### config.mk
export PLATFORM = sky130hd
export DESIGN_NAME = uart_tx_fifo
export DESIGN_NICKNAME = d
export VERILOG_FILES = /design/src/rtl/uart_tx_fifo.sv
export SDC_FILE = /design/constraint.sdc
export NUM_CORES = 1
export LEC_CHECK = 0
export CAP_MARGIN = 20
export CORE_UTILIZATION = 29
export CTS_CLUSTER_SIZE = 25
export DETAILED_ROUTE_END_ITERATION = 8
export MAX_ROUTING_LAYER = met4
export PLACE_DENSITY_LB_ADDON = 0.25
export SLEW_MARGIN = 20
export SYNTH_ARGS = -nofsm -noshare
export SYNTH_HDL_FRONTEND = slang
export SYNTH_SLANG_ARGS = --single-unit
### constraint.sdc
create_clock -name clk_i -period 2.8 [get_ports clk_i]
set_input_delay 0.28 -clock clk_i [delete_from_list [all_inputs] [get_ports clk_i]]
set_output_delay 0.28 -clock clk_i [all_outputs]
set_load 0.02 [all_outputs]
### src/rtl/uart_tx_fifo.sv
// Memory-mapped UART transmitter: byte stores queue into a small FIFO and are
// sent 8N1 LSB first; define UART_TX_PARITY_EN to append an even-parity bit.
module uart_tx_fifo #(
  parameter int CLKS_PER_BIT = 868,
  parameter int FIFO_DEPTH   = 8,
  parameter int FIFO_AW      = 3
) (
  input  logic               clk_i,
  input  logic               rst_i,
  input  logic               wr_en_i,
  input  logic [7:0]         wr_data_i,
  output logic               tx_o,
  output logic               fifo_full_o,
  output logic [FIFO_AW:0]   fifo_count_o,
  output logic               busy_o,
  output logic               overflow_o
);

  localparam int CW = (CLKS_PER_BIT > 1) ? $clog2(CLKS_PER_BIT) : 1;
  localparam logic [CW-1:0]    BAUD_LAST  = CW'(CLKS_PER_BIT - 1);
  localparam logic [FIFO_AW:0] COUNT_FULL = (FIFO_AW + 1)'(FIFO_DEPTH);

`ifdef UART_TX_PARITY_EN
  typedef enum logic [2:0] {IDLE, START, DATA, PARITY, STOP} state_e;
`else
  typedef enum logic [1:0] {IDLE, START, DATA, STOP} state_e;
`endif

  state_e             state_q, state_d;
  logic [CW-1:0]      baudCnt_q, baudCnt_d;
  logic [2:0]         bitIdx_q, bitIdx_d;
  logic [7:0]         shift_q, shift_d;
  logic               tx_q, tx_d;
  logic [FIFO_AW-1:0] rdPtr_q, rdPtr_d;
  logic [FIFO_AW-1:0] wrPtr_q, wrPtr_d;
  logic [FIFO_AW:0]   count_q, count_d;
  logic               overflow_q, overflow_d;
  logic [7:0]         mem_q [FIFO_DEPTH];
`ifdef UART_TX_PARITY_EN
  logic               parity_q, parity_d;
`endif

  logic       baudLast;
  logic       full;
  logic       notEmpty;
  logic       push;
  logic       pop;
  logic [7:0] head;

  assign baudLast = (baudCnt_q == BAUD_LAST);
  assign full     = (count_q == COUNT_FULL);
  assign notEmpty = (count_q != '0);
  assign push     = wr_en_i & ~full;
  assign head     = mem_q[rdPtr_q];

  always_comb begin
    state_d   = state_q;
    baudCnt_d = (state_q == IDLE || baudLast) ? '0 : baudCnt_q + CW'(1);
    bitIdx_d  = bitIdx_q;
    shift_d   = shift_q;
    tx_d      = tx_q;
    pop       = 1'b0;
`ifdef UART_TX_PARITY_EN
    parity_d  = parity_q;
`endif
    case (state_q)
      IDLE: begin
        tx_d = 1'b1;
        if (notEmpty) begin
          pop      = 1'b1;
          shift_d  = head;
`ifdef UART_TX_PARITY_EN
          parity_d = ^head;
`endif
          tx_d     = 1'b0;
          state_d  = START;
        end
      end
      START: begin
        if (baudLast) begin
          tx_d     = shift_q[0];
          bitIdx_d = 3'd0;
          state_d  = DATA;
        end
      end
      DATA: begin
        if (baudLast) begin
          if (bitIdx_q != 3'd7) begin
            shift_d  = {1'b0, shift_q[7:1]};
            bitIdx_d = bitIdx_q + 3'd1;
            tx_d     = shift_q[1];
          end else begin
`ifdef UART_TX_PARITY_EN
            tx_d    = parity_q;
            state_d = PARITY;
`else
            tx_d    = 1'b1;
            state_d = STOP;
`endif
          end
        end
      end
`ifdef UART_TX_PARITY_EN
      PARITY: begin
        if (baudLast) begin
          tx_d    = 1'b1;
          state_d = STOP;
        end
      end
`endif
      STOP: begin
        // Chain straight into the next start bit so queued frames have no gap.
        if (baudLast) begin
          if (notEmpty) begin
            pop      = 1'b1;
            shift_d  = head;
`ifdef UART_TX_PARITY_EN
            parity_d = ^head;
`endif
            tx_d     = 1'b0;
            state_d  = START;
          end else begin
            state_d = IDLE;
          end
        end
      end
      default: begin
        tx_d    = 1'b1;
        state_d = IDLE;
      end
    endcase
  end

  // Full is the registered flag, so a same-edge pop never rescues a write.
  always_comb begin
    wrPtr_d    = push ? wrPtr_q + FIFO_AW'(1) : wrPtr_q;
    rdPtr_d    = pop ? rdPtr_q + FIFO_AW'(1) : rdPtr_q;
    overflow_d = overflow_q | (wr_en_i & full);
    case ({push, pop})
      2'b10:   count_d = count_q + (FIFO_AW + 1)'(1);
      2'b01:   count_d = count_q - (FIFO_AW + 1)'(1);
      default: count_d = count_q;
    endcase
  end

  always_ff @(posedge clk_i) begin
    if (rst_i) begin
      state_q    <= IDLE;
      baudCnt_q  <= '0;
      bitIdx_q   <= '0;
      shift_q    <= '0;
      tx_q       <= 1'b1;
      rdPtr_q    <= '0;
      wrPtr_q    <= '0;
      count_q    <= '0;
      overflow_q <= 1'b0;
`ifdef UART_TX_PARITY_EN
      parity_q   <= 1'b0;
`endif
    end else begin
      state_q    <= state_d;
      baudCnt_q  <= baudCnt_d;
      bitIdx_q   <= bitIdx_d;
      shift_q    <= shift_d;
      tx_q       <= tx_d;
      rdPtr_q    <= rdPtr_d;
      wrPtr_q    <= wrPtr_d;
      count_q    <= count_d;
      overflow_q <= overflow_d;
`ifdef UART_TX_PARITY_EN
      parity_q   <= parity_d;
`endif
    end
  end

  always_ff @(posedge clk_i) begin
    if (push) begin
      mem_q[wrPtr_q] <= wr_data_i;
    end
  end

  assign tx_o         = tx_q;
  assign fifo_full_o  = full;
  assign fifo_count_o = count_q;
  assign busy_o       = (state_q != IDLE) | notEmpty;
  assign overflow_o   = overflow_q;

endmodule

==> summary.md <==
| Metric | Value |
|---|---|
| Largest cells by area after synthesis | edfxtp_1 (44%), dfxtp_1 (17%), mux4_2 (8.2%), ha_1 (3.7%), a21oi_1 (2.5%) |
| Count leader, synth | edfxtp_1 |
| Routability cong. | around 0.69 |
| First-pass GRT wire length | 14300 µm |
| Number of antenna violations at the first check in global routing | 0 |
| Most frequent cells after synthesis | edfxtp_1 (64), dfxtp_1 (38), nor2_1 (23), a21oi_1 (22) |
| Post-synthesis register bit count | approximately 100 |
| Reg power frac | 0.395 |
| Vias in the first global route | 2656 |
| Worst-path maximum fanout | 7 |
| Hold Vio Cnt, Final | 0 |
| Top cell type's share of synthesized area | 0.440 |
| P_leak | 0.00172 µW |
| Setup TNS Final | 0 ps |
| Via count | 2650 |
| Total global-route track usage | 0.124 |
| Fin. max-slew vios | 0 |
| Violated checks | design-rule violations |
| CTS tree | done |
| Clock H-tree levels | 3 |
| Simple-Gate Fraction of Synth Area | 0.112 |
| CP Data Required Time | 3080 ps |
| Post-synth cell types | 46 |
| Number of max-cap violations | 0 |
| Final setup fails | 0 |
| Yosys warnings | 0 |
| Xor and xnor area share after synthesis | 0.0261 |
| Status | complete, but fails checks |
| Cell Area, Synth | 4370 µm² |
| Clk Latency, worst-skew pair | 340 ps |
| Final worst path period need | 2610 ps |
| Setup bufs post-CTS | 0 |
| RSZ-0062 raised after global routing | false |
| Startpoint types | register |
| Final ANT Viol Nets | 0 |
| DPL Wire Length | ~5700 µm |
| Largest family of logic cells by synthesized area | simple AND/OR/NAND/NOR gates |
| Nets | 380 |
| PortBufs | 18 |
| Clk sinks | ~100 |
| P per Cell Area | 936 nW/µm² |
| Cell Int Power | 3250 µW |
| Ports | 19 |
| WS Path Type | reg -> reg |
| WL per Instance | 16.1 µm |
| Final core utilization | 0.354 |
| Maximum clock path buffer count | 2 |
| Die width | 125 µm |
| Starting DRT DRC Count | 168 |
| Fin Clk Skew | 7.07 ps |
| Data arrival time of the worst path | 2890 ps |
| Largest net degree at the start of global routing | 31 |
| Post-synthesis mux area share | 0.110 |
| Layout cells sized above 1 | 0.186 |
| Crit share post-route | 0.930 |
| Clock root buffer master | clkbuf_16 |
| Mapped Avg Cell Area | ~14 µm² |
| NetSw | around 1600 µW |
| Die area | 15600 µm² |
| Area Overhead vs Synth | 18.6% |
| Largest area contributor in the netlist | edfxtp_1 |
| Core area | 14600 µm² |
| DRT Pass-1 Iters | 6 |
| Total grt overflow | 0 |
| Post-Place Cell Area | between 4000 and 5000 µm² |
| Clock power frac | 0.264 |
| Slew at the pin closest to its max-slew limit | 775 ps |
| Sequential area share after synthesis | 0.614 |
| Post-CTS sizing | 0 |
| Hold buffer count at cts | 0 |
| Post-synthesis compound-gate area fraction | 0.0796 |
| Post-synth EDFFs | 64 |
| Die Y | roughly 120 µm |
| Ys async rst share | 0 |
| Synth Area in Adders | 0.0372 |
| Synthesized Nets | 346 |
| Syn Inst Count | 322 |
| CTS Buf Count | 9 |
| Sw Ratio | 0.331 |
| Reg clk slew, reported paths | around 70 ps |
| Drt total wl | 8780 µm |
| Inserted Diodes | 0 |
| Main synth FF type | edfxtp_1 |
| Min-Delay Path Class | reg -> reg |
| Design area | 5180 µm² |
| Power share of the combinational group | 0.341 |
| WHS | 415 ps |
| Peak supply drop | approximately 0.00038 V |
| Worst Setup End Kind | register |
| Fmax | roughly 380 MHz |
| Tot Pwr | 4850 µW |
| Vias per cell | a little under 5 |
| Remaining DRCs | 4 |
| Rows | 44 |
| Slew HR | 0.480 |
| Starting Density | 0.298 |
[final timing paths]
kind	from	end	slack, ps	cells after the start
worst max-delay path	baudCnt_q[0]	fifo_count_o[2]	190	11
worst min-delay path	baudCnt_q[0]	baudCnt_q[0]	410	1
worst max register to register	baudCnt_q[0]	fifo_count_o[2]	190	11
worst min register to register	baudCnt_q[0]	baudCnt_q[0]	410	1
[layout make-up]
cell class | count | area (µm²)
clock buffers | 9 | 225
clock inverters | 6 | 77.6
fillers | 1444 | 9460
inverters | 10 | 37.5
multi-input cells | 196 | 1610
flip-flops and latches | 102 | 2680
well taps | 184 | 230
repair buffers | 37 | 323
[sequential cells by signal, summed over array words and instances (netlist names), 2 cells and up, named ones only]
| name | count |
|---|---|
| rdPtr_q | 3 |
| state_q | 2 |
| wrPtr_q | 3 |
| mem_q | 64 |
| bitIdx_q | 3 |
| fifo_count_o | 4 |
| baudCnt_q | 10 |
| shift_q | 8 |
[power by group through the flow]
stage	logic, µW	clock network [µW]	registers, µW
2_1_floorplan	1160	0	1940
3_3_place_gp	1640	0	1940
3_5_place_dp	1650	0	1950
4_1_cts	1660	1330	1910
5_1_grt	1850	1370	1940
6_report	1660	1280	1910
[critical path, stage by stage, from the launching register on]
cell,delay [ps]
dfxtp_2,340
ha_2,170
or3b_1,380
o41a_4,410
nor2_4,130
ha_2,190
xor2_1,150
ha_1,160
a21oi_1,40
xor2_1,140
or3_1,300
a21oi_1,140
[cell usage in the layout (no fill, tap or decap), types with 10 or more instances in the layout]
cell             instances
nor2_1                  22
mux4_2                  16
inv_1                   10
clkdlybuf4s50_1         18
ha_1                    11
edfxtp_1                64
dfxtp_1                 37
a21oi_1                 22
o21ai_0                 13
xor2_1                  11
buf_4                   19
nand2b_1                16
[cell families after synthesis]
family,count (synthesis)
adders and majority gates,13
buffers and inverters,24
xor gates and xnor gates,13
DFF,102
muxes,27
and+or+nand+nor,90
AOI/OAI and AO/OA,53
[metrics by stage]
step                      std cells  setup slack [ps]
after floorplan                 322              26.6
after global placement          529               181
after detailed placement        529               110
after CTS                       544              98.0
after global routing            544              10.4
final                           544               195
[metal layers]
| layer | wire (µm) | track usage | vias to the layer above |
|---|---|---|---|
| met5 | 0 | - | - |
| met4 | 102 | 0.0240 | 0 |
| met3 | 346 | 0.0352 | 10 |
| met2 | 4240 | 0.199 | 42 |
| met1 | 4090 | 0.157 | 1314 |
| li1 | - | - | 1284 |
Note: power is estimated with default switching activity, not from simulation.
